$ cat src/rtl/button_bounce_gen.sv
// button_bounce_gen: emulated mechanical pushbutton that bounces before settling at a requested level
//
// Ports:
//   clk        sole clock, rising edge
//   rst_n      asynchronous active-low reset
//   req_valid  command present (only looked at in IDLE)
//   req_level  requested settled level of pb_1, sampled at acceptance
//   req_ready  high only in IDLE
//   pb_1       registered bouncy button line
//   busy       inverse of req_ready
//   done       one-cycle completion pulse
//
// Build option: BTN_BOUNCE_RANDOM_EN selects LFSR-driven segment lengths;
// without it every bounce segment is exactly 2 cycles.
module button_bounce_gen #(
    parameter int         BOUNCES    = 4,
    parameter int         W_BITS     = 3,
    parameter int         SETTLE     = 64,
    parameter logic [7:0] SEED       = 8'hA5,
    parameter logic       INIT_LEVEL = 1'b0
) (
    input  logic clk,
    input  logic rst_n,
    input  logic req_valid,
    input  logic req_level,
    output logic req_ready,
    output logic pb_1,
    output logic busy,
    output logic done
);
    localparam int         MAXC = ((1 << W_BITS) > SETTLE) ? (1 << W_BITS) : SETTLE;
    localparam int         CW   = $clog2(MAXC + 1);
    localparam logic [3:0] NB   = 4'(BOUNCES);

    typedef enum logic [1:0] {S_IDLE, S_MAKE, S_BREAK, S_SETTLE} state_t;

    state_t        state_q, state_d;
    logic          pb_q, pb_d, tgt_q, tgt_d, done_q, done_d;
    logic [CW-1:0] cnt_q, cnt_d, seg_len;
    logic [3:0]    pair_q, pair_d;

`ifdef BTN_BOUNCE_RANDOM_EN
    localparam logic [7:0] SEED_EFF = (SEED == 8'h00) ? 8'h01 : SEED;
    logic [7:0] lfsr_q, lfsr_d;
    logic       load;
    // every entry into MAKE or BREAK consumes one segment length
    assign load    = (state_d != state_q) && (state_d == S_MAKE || state_d == S_BREAK);
    assign lfsr_d  = load ? {lfsr_q[6:0], lfsr_q[7] ^ lfsr_q[5] ^ lfsr_q[4] ^ lfsr_q[3]} : lfsr_q;
    assign seg_len = {{(CW - W_BITS){1'b0}}, lfsr_q[W_BITS-1:0]};
    always_ff @(posedge clk or negedge rst_n)
        if (!rst_n) lfsr_q <= SEED_EFF;
        else        lfsr_q <= lfsr_d;
`else
    assign seg_len = CW'(1);
`endif

    // cnt_q holds remaining cycles minus one, so a segment of L cycles loads L-1
    always_comb begin
        state_d = state_q;
        pb_d    = pb_q;
        tgt_d   = tgt_q;
        done_d  = 1'b0;
        cnt_d   = cnt_q;
        pair_d  = pair_q;
        case (state_q)
            S_IDLE:
                if (req_valid) begin
                    tgt_d = req_level;
                    if (req_level == pb_q) done_d = 1'b1;
                    else begin
                        pb_d    = req_level;
                        pair_d  = 4'd0;
                        state_d = (NB == 4'd0) ? S_SETTLE : S_MAKE;
                        cnt_d   = (NB == 4'd0) ? CW'(SETTLE - 1) : seg_len;
                    end
                end
            S_MAKE:
                if (cnt_q == '0) begin
                    pb_d    = !tgt_q;
                    cnt_d   = seg_len;
                    state_d = S_BREAK;
                end else cnt_d = cnt_q - 1'b1;
            S_BREAK:
                if (cnt_q == '0) begin
                    pb_d    = tgt_q;
                    pair_d  = pair_q + 4'd1;
                    state_d = (pair_d < NB) ? S_MAKE : S_SETTLE;
                    cnt_d   = (pair_d < NB) ? seg_len : CW'(SETTLE - 1);
                end else cnt_d = cnt_q - 1'b1;
            default:
                if (cnt_q == '0) begin
                    done_d  = 1'b1;
                    state_d = S_IDLE;
                end else cnt_d = cnt_q - 1'b1;
        endcase
    end

    always_ff @(posedge clk or negedge rst_n)
        if (!rst_n) begin
            state_q <= S_IDLE;
            pb_q    <= INIT_LEVEL;
            tgt_q   <= INIT_LEVEL;
            done_q  <= 1'b0;
            cnt_q   <= '0;
            pair_q  <= '0;
        end else begin
            state_q <= state_d;
            pb_q    <= pb_d;
            tgt_q   <= tgt_d;
            done_q  <= done_d;
            cnt_q   <= cnt_d;
            pair_q  <= pair_d;
        end

    assign req_ready = (state_q == S_IDLE);
    assign busy      = !req_ready;
    assign pb_1      = pb_q;
    assign done      = done_q;
endmodule

$ cat config.mk
export PLATFORM = sky130hd
export DESIGN_NAME = button_bounce_gen
export DESIGN_NICKNAME = d
export VERILOG_FILES = /design/src/rtl/button_bounce_gen.sv
export SDC_FILE = /design/constraint.sdc
export NUM_CORES = 1
export LEC_CHECK = 0
export CAP_MARGIN = 10
export CORE_MARGIN = 5
export CORE_UTILIZATION = 55
export CTS_BUF_LIST = sky130_fd_sc_hd__clkbuf_4 sky130_fd_sc_hd__clkbuf_8 sky130_fd_sc_hd__clkbuf_16
export DETAILED_ROUTE_END_ITERATION = 10
export GPL_ROUTABILITY_DRIVEN = 1
export PLACE_DENSITY = 0.82
export SYNTH_ARGS = -nofsm -noshare
export SYNTH_HDL_FRONTEND = slang
export SYNTH_SLANG_ARGS = --single-unit
export TNS_END_PERCENT = 30
$ cat constraint.sdc
create_clock -name clk -period 5.2 [get_ports clk]
set_input_delay 1.04 -clock clk [delete_from_list [all_inputs] [get_ports clk]]
set_output_delay 1.04 -clock clk [all_outputs]
set_load 0.05 [all_outputs]
==> out/results.ini, run 1 <==
[setup_path]
regToRegStartpoint = cnt_q[0]
crit_path_start_kind = register
crit_arrival_ns = 2.15
cpMaxStageDelayCell = clkdlybuf4s50_1
endpoint = req_ready
crit_path_max_incr_delay_ns = 0.89
critPathKind = reg -> out
path_cells = inv_1 > ha_1 > clkdlybuf4s50_1
endpoint_kind = output pin
startpoint = state_q[0]
r2r_slack_ns = 2.84
r2r-end = pair_q[3]
path_max_fanout = 10
required_ns = 4.16
ff2ff_path_depth = 7

[detailed_routing]
drtPass1Iterations = 4
drc = 0
vias = 913
drtAntennaViolNets = 0
viasPerCell = 5.97
wire_per_inst_um = 14.5
drtIter0Drc = 11
wl_mm = 2.22

[pwr]
p_leak_nw = 0.494
vdd_drop_max_v = 0.000139
cellPowerDensity_mw_per_mm2 = 180

[synth]
synth.distinct_cells = 32
avgSynthCellArea_um2 = 9.03
synth_warnings = 0
netlist_instances = 118
syn_area_mm2 = 0.00107
syn-num-nets = 129
ys_seq_area_share_pct = 37.6
ys_ff_latch = 16

[layout]
nets = 138
diodes = 0
fillers = 163
drive_gt1_share_pct = 7.94
multiInputGateArea_um2 = 606
finalNonFillerCells = 153
seqCellArea_um2 = 400
syn2layout_area_growth_pct = 11.4

[min_path]
hp-class = reg -> reg

[clock_tree]
ctsHtreeMaxLevel = 1
tritoncts = done
hold_buffers = 0
root_buffer = clkbuf_4
cts_resized = 0
clock_path_buffers = 2
numCtsBuffers = 3
clk_pin_slew_worst_paths_ns = 0.09
post-cts-setup-buffers = 0
cts.sinks = 16
clkLatencyLatePin_ns = 0.29

[sta]
slew_headroom_pct = 54.5
period_needed_ns = 3.19
fin_tns_setup_ns = 0
rsz0062_at_grt = false
worst_slew_pin_slew_ns = 0.681
setup_violations = 0
finalHoldViolCount = 0
max_freq_mhz = 313
clock_skew_ns = 0.000711
fin_crit_sh_pct = 61.4
drv_slew = 0

[place]
dp_cells = 149
dpl.hpwl_mm = 1.65
place.port_buffers = 7
place.gp.congestion = 0.829

[global_routing]
grt-ovfl-total = 0
track_usage_pct = 18.9
grt_pass1_vias = 874
grt_max_degree = 17
grt_pass1_wl_mm = 3.86
antenna_found_initial = 0

[floorplan]
rows = 16
io_pins = 8
core_mm2 = 0.00190
die_h_um = 54.0
die-area_mm2 = 0.00292
start_util_pct = 56.1
die_w_um = 54.0

[run]
maxCapViolCount = 0

[status]
status = complete, no violations

[per-layer routing]
metal  GRT usage, %  up-vias  routed length (um)
li1               -      444                   -
met1           22.0      436                 963
met2           29.0       27                1080
met3           4.71        6                 115
met4           15.4        0                  64
met5              0        -                   0
[worst max-delay path: cells and delay by family (launching register included)]
kind	cells	cell delay [ns]
DFF	1	0.43
adders and majority gates	1	0.42
buffers and inverters	2	1.01
[worst min-delay path by stage]
stage                     startpoint  endpoint  slack [ns]  cells after the start
after floorplan             cnt_q[6]  cnt_q[6]        0.48                      1
after global placement      cnt_q[6]  cnt_q[6]        0.52                      1
after detailed placement    cnt_q[6]  cnt_q[6]        0.52                      1
after CTS                   cnt_q[6]  cnt_q[6]        0.54                      1
after global routing           tgt_q     tgt_q        0.58                      1
final                       cnt_q[6]  cnt_q[6]        0.53                      1
[final cells by class]
cell class | instances | area share [%]
inverters | 11 | 3.48
repair buffers | 7 | 5.90
multi-input cells | 88 | 51.0
flip-flops and latches | 16 | 33.7
clock buffers | 4 | 3.06
well taps | 27 | 2.85
[through the flow]
| step | power [mW] | hold WS [ns] | instance area (um^2) | util (%) | worst slack [ns] |
|---|---|---|---|---|---|
| global route | 0.223 | 0.580 | 1190 | 62.4 | 1.95 |
| global placement | 0.132 | 0.517 | 1150 | 60.5 | 2.38 |
| CTS | 0.215 | 0.542 | 1190 | 62.4 | 2.03 |
| finish | 0.214 | 0.534 | 1190 | 62.4 | 2.01 |
| detailed placement | 0.132 | 0.520 | 1150 | 60.5 | 2.33 |
| floorplan | 0.127 | 0.482 | 1070 | - | 2.57 |
[Yosys cell counts]
cell type  number  share of area, %
a21oi_1        11               5.2
o211ai_1        2               1.4
ha_1            7               8.2
xnor2_1         1              0.82
nor4_4          1               2.0
inv_1          11               3.9
o221ai_1        1              0.82
and2_1          1              0.59
a21boi_1        1              0.70
o22ai_1         1              0.59
a21o_1          1              0.70
a22o_1          6               4.9
buf_6           1               1.1
nor4_1          1              0.59
mux2_2          3               3.2
o21ai_0        14               6.6
nand2_1        11               3.9
dfrtp_1        16                38
mux2i_1         2               1.9
a22oi_1         1              0.70
or3_1           1              0.59
nor3_1          4               1.9
o21ai_1         1              0.47
or3_4           1               1.1
nand3_1         4               1.9
o21a_1          1              0.70
clkbuf_1        2              0.70
o31ai_1         1              0.70
nor2_1          6               2.1
or4b_1          2               1.9
o31ai_4         1               2.0
o31a_1          1              0.82
[logic make-up (layout without fill, tap and decap cells)]
family	Yosys count	in the layout	share of synthesized area (%)
AO/OA/AOI/OAI	43	43	26.3
XOR/XNOR	1	1	0.822
adder cells (fa/ha/maj)	7	7	8.22
buffers and inverters	14	22	5.63
flip-flops	16	16	37.6
multiplexers	5	5	5.05
AND/OR/NAND/NOR	32	32	16.4
[power by group]
group / leakage [nW] / internal, mW / total (mW) / switching (mW)
Clock: 0.0210 / 0.0427 / 0.0840 / 0.0413
Sequential: 0.203 / 0.124 / 0.124 / 0
Combinational: 0.270 / 0.00230 / 0.00541 / 0.00311
[state kept, by name, summed over array words and instances, names as in the netlist]
register,count
cnt_q,7
pair_q,4
state_q,2
done,1
pb_1,1
tgt_q,1
[cells in the final DEF, fill, tap and decap left out, drive strengths merged, types with 2 or more instances in the layout]
cell / synthesis / routed
dfrtp: 16 / 16
o21ai: 15 / 15
inv: 11 / 11
nand2: 11 / 11
a21oi: 11 / 11
ha: 7 / 7
clkdlybuf4s50: 0 / 7
nor2: 6 / 6
a22o: 6 / 6
nor3: 4 / 4
nand3: 4 / 4
clkbuf: 2 / 4
mux2: 3 / 3
or4b: 2 / 2
mux2i: 2 / 2
o211ai: 2 / 2
or3: 2 / 2
o31ai: 2 / 2
nor4: 2 / 2
No activity file was read; power rests on OpenSTA's default activity.
==> inputs of run 2 (changes only) <==
Settings changed: CORE_UTILIZATION 55 to 51, PLACE_DENSITY 0.82 to 0.8.
Clock period 5.2 ns to 2.9 ns, I/O delays scaled along.
==> run 2 against run 1 <==
  * Clock skew about the same
  * Critical path depth stayed put
  * Sequential cell count did not move
  * Wire length rose by 2.6%
  * Combinational power rose by 81%
  * Register-to-register slack got worse by 2.3 ns
  * Clock-buffer cell count did not move
  * Clock power grew 80%
  * Core utilization fell by 2.1 points
  * Sequential power rose by 80%
  * Final cell count increased by 0.65%
  * Via count is 0.22% lower
==> out/results.ini, run 2 (synthesis gave the netlist of run 1 again) <==
[floorplan]
start_util_pct = 53.8  ; was 56.1%
core_mm2 = 0.00198  ; was 0.00190 mm^2
io_pins = 8  ; unchanged
die-area_mm2 = 0.00310  ; was 0.00292 mm^2
die_w_um = 55.7  ; was 54.0 um
rows = 16  ; unchanged
die_h_um = 55.7  ; was 54.0 um

[clock_tree]
clk_pin_slew_worst_paths_ns = 0.10  ; was 0.09 ns
ctsHtreeMaxLevel = 1  ; unchanged
clock_path_buffers = 2  ; unchanged
numCtsBuffers = 3  ; unchanged
clkLatencyLatePin_ns = 0.29  ; about the same
cts.sinks = 16  ; unchanged
tritoncts = done  ; unchanged
hold_buffers = 0  ; unchanged
root_buffer = clkbuf_4  ; unchanged
post-cts-setup-buffers = 0  ; unchanged
cts_resized = 0  ; unchanged

[sta]
clock_skew_ns = 0.000661  ; was 0.000711 ns
worst_slew_pin_slew_ns = 0.707  ; was 0.681 ns
finalHoldViolCount = 0  ; unchanged
setup_violations = 0  ; unchanged
max_freq_mhz = 364
layout_setup_ws_ns = 0.150  ; was 2.01 ns
drv_slew = 0  ; unchanged
period_needed_ns = 2.75
fin_tns_setup_ns = 0  ; unchanged
fin_crit_sh_pct = 94.8
rsz0062_at_grt = false  ; unchanged
hold_ws_ns = 0.542  ; was 0.534 ns
slew_headroom_pct = 52.7  ; was 54.5%

[pwr]
power_switching_mw = 0.0806  ; was 0.0444 mW
cellPowerDensity_mw_per_mm2 = 322  ; was 180 mW/mm^2
p_leak_nw = 0.499  ; was 0.494 nW
vdd_drop_max_v = 0.000252  ; was 0.000139 V
power_frac_comb_pct = 2.5  ; about the same
internal-power_mw = 0.304  ; was 0.169 mW
p_clk_share_pct = 39.4  ; was 39.3%
p_seq_share_pct = 58.0  ; was 58.2%
swShare_pct = 21.0  ; was 20.8%

[detailed_routing]
drc = 0  ; unchanged
viasPerCell = 5.92  ; was 5.97
wl_mm = 2.28  ; was 2.22 mm
vias = 911  ; was 913
wire_per_inst_um = 14.8  ; was 14.5 um
drtIter0Drc = 39  ; was 11
drtAntennaViolNets = 0  ; unchanged
drtPass1Iterations = 4  ; unchanged

[setup_path]
critPathKind = reg -> out  ; unchanged
cpMaxStageDelayCell = clkdlybuf4s50_1  ; unchanged
crit_arrival_ns = 2.17  ; was 2.15 ns
crit_path_max_incr_delay_ns = 0.89  ; about the same
startpoint = state_q[0]  ; unchanged
r2r-end = cnt_q[6]  ; was pair_q[3]
ff2ff_path_depth = 7  ; unchanged
r2r_slack_ns = 0.55  ; was 2.84 ns
required_ns = 2.32  ; was 4.16 ns
endpoint = req_ready  ; unchanged
path_max_fanout = 10  ; unchanged
path_cells = inv_1 > ha_1 > clkdlybuf4s50_1  ; unchanged
regToRegStartpoint = cnt_q[0]  ; unchanged
crit_path_start_kind = register  ; unchanged
endpoint_kind = output pin  ; unchanged

[min_path]
hp-class = reg -> reg  ; unchanged
min_from = tgt_q  ; was cnt_q[6]

[layout]
fin_area_mm2 = 0.00119  ; about the same
regMostFlops = cnt_q  ; unchanged
diodes = 0  ; unchanged
finalNonFillerCells = 154  ; was 153
nets = 139  ; was 138
layout_commonest_cell = dfrtp_1  ; unchanged
final_cell_mix = dfrtp_1 (16), o21ai_0 (14), inv_1 (11), nand2_1 (11), a21oi_1 (11)  ; unchanged
fillers = 161  ; was 163
top_regs = cnt_q (7), pair_q (4), state_q (2)  ; unchanged
syn2layout_area_growth_pct = 12.1  ; was 11.4%
drive_gt1_share_pct = 8.66  ; was 7.94%
largest_register_ffs = 7  ; unchanged

[global_routing]
antenna_found_initial = 0  ; unchanged
grt_pass1_wl_mm = 4.03  ; was 3.86 mm
track_usage_pct = 16.1  ; was 18.9%
grt-ovfl-total = 0  ; unchanged
grt_max_degree = 17  ; unchanged
grt_pass1_vias = 852  ; was 874

[place]
place_ws_ns = 0.479  ; was 2.33 ns
place_area_mm2 = 0.00116  ; was 0.00115 mm^2
place.gp.congestion = 0.774  ; was 0.829
dpl.hpwl_mm = 1.63  ; was 1.65 mm
place.port_buffers = 7  ; unchanged
dp_cells = 150  ; was 149

[status]
status = complete, no violations  ; unchanged

[run]
maxCapViolCount = 0  ; unchanged

==> run 2: cell count changes in the layout (fill, tap and decap cells not counted) <==
| cell | change |
|---|---|
| buf_4 | +1 |
==> run 2: power groups by stage <==
stage	clock, mW	combinational [mW]	sequential (mW)
after CTS	0.151	0.0102	0.223
after detailed placement	0	0.0101	0.227
after global routing	0.167	0.0114	0.223
after global placement	0	0.00995	0.227
after floorplan	0	0.00104	0.227
final	0.151	0.00978	0.223
==> run 2: critical path: cells and delay by family, from the launching register on <==
kind                       cells  cell delay, ns
DFF                            1            0.44
adders and majority gates      1            0.43
buffers and inverters          2            1.01
==> run 2: worst min-delay path by stage <==
stage               end  slack, ns  cells after the start
2_1_floorplan  cnt_q[0]       0.28                      0
3_3_place_gp   cnt_q[6]       0.51                      1
3_5_place_dp   cnt_q[6]       0.52                      1
4_1_cts        cnt_q[6]       0.54                      1
5_1_grt        cnt_q[0]       0.58                      2
6_report          tgt_q       0.54                      1
==> run 2: through the flow <==
stage / total power [mW] / utilization [%]
6_report: 0.384 / 60.3
3_5_place_dp: 0.237 / 58.5
2_1_floorplan: 0.228 / -
4_1_cts: 0.384 / 60.3
5_1_grt: 0.401 / 60.3
3_3_place_gp: 0.237 / 58.5
==> run 2: final cells by class <==
type                    count  area (um^2)  area share [%]
well taps                  27         33.8            2.83
flip-flops and latches     16          400            33.5
inverters                  11         41.3            3.46
repair buffers              8         77.6            6.49
multi-input cells          88          606            50.7
clock buffers               4         36.3            3.04
==> run 2: metal layers <==
metal	track usage (%)	routed length [um]	vias up
met5	0	0	-
met4	5.21	25	0
met3	3.25	143	4
met2	26.2	1080	32
met1	21.1	1030	428
li1	-	-	447
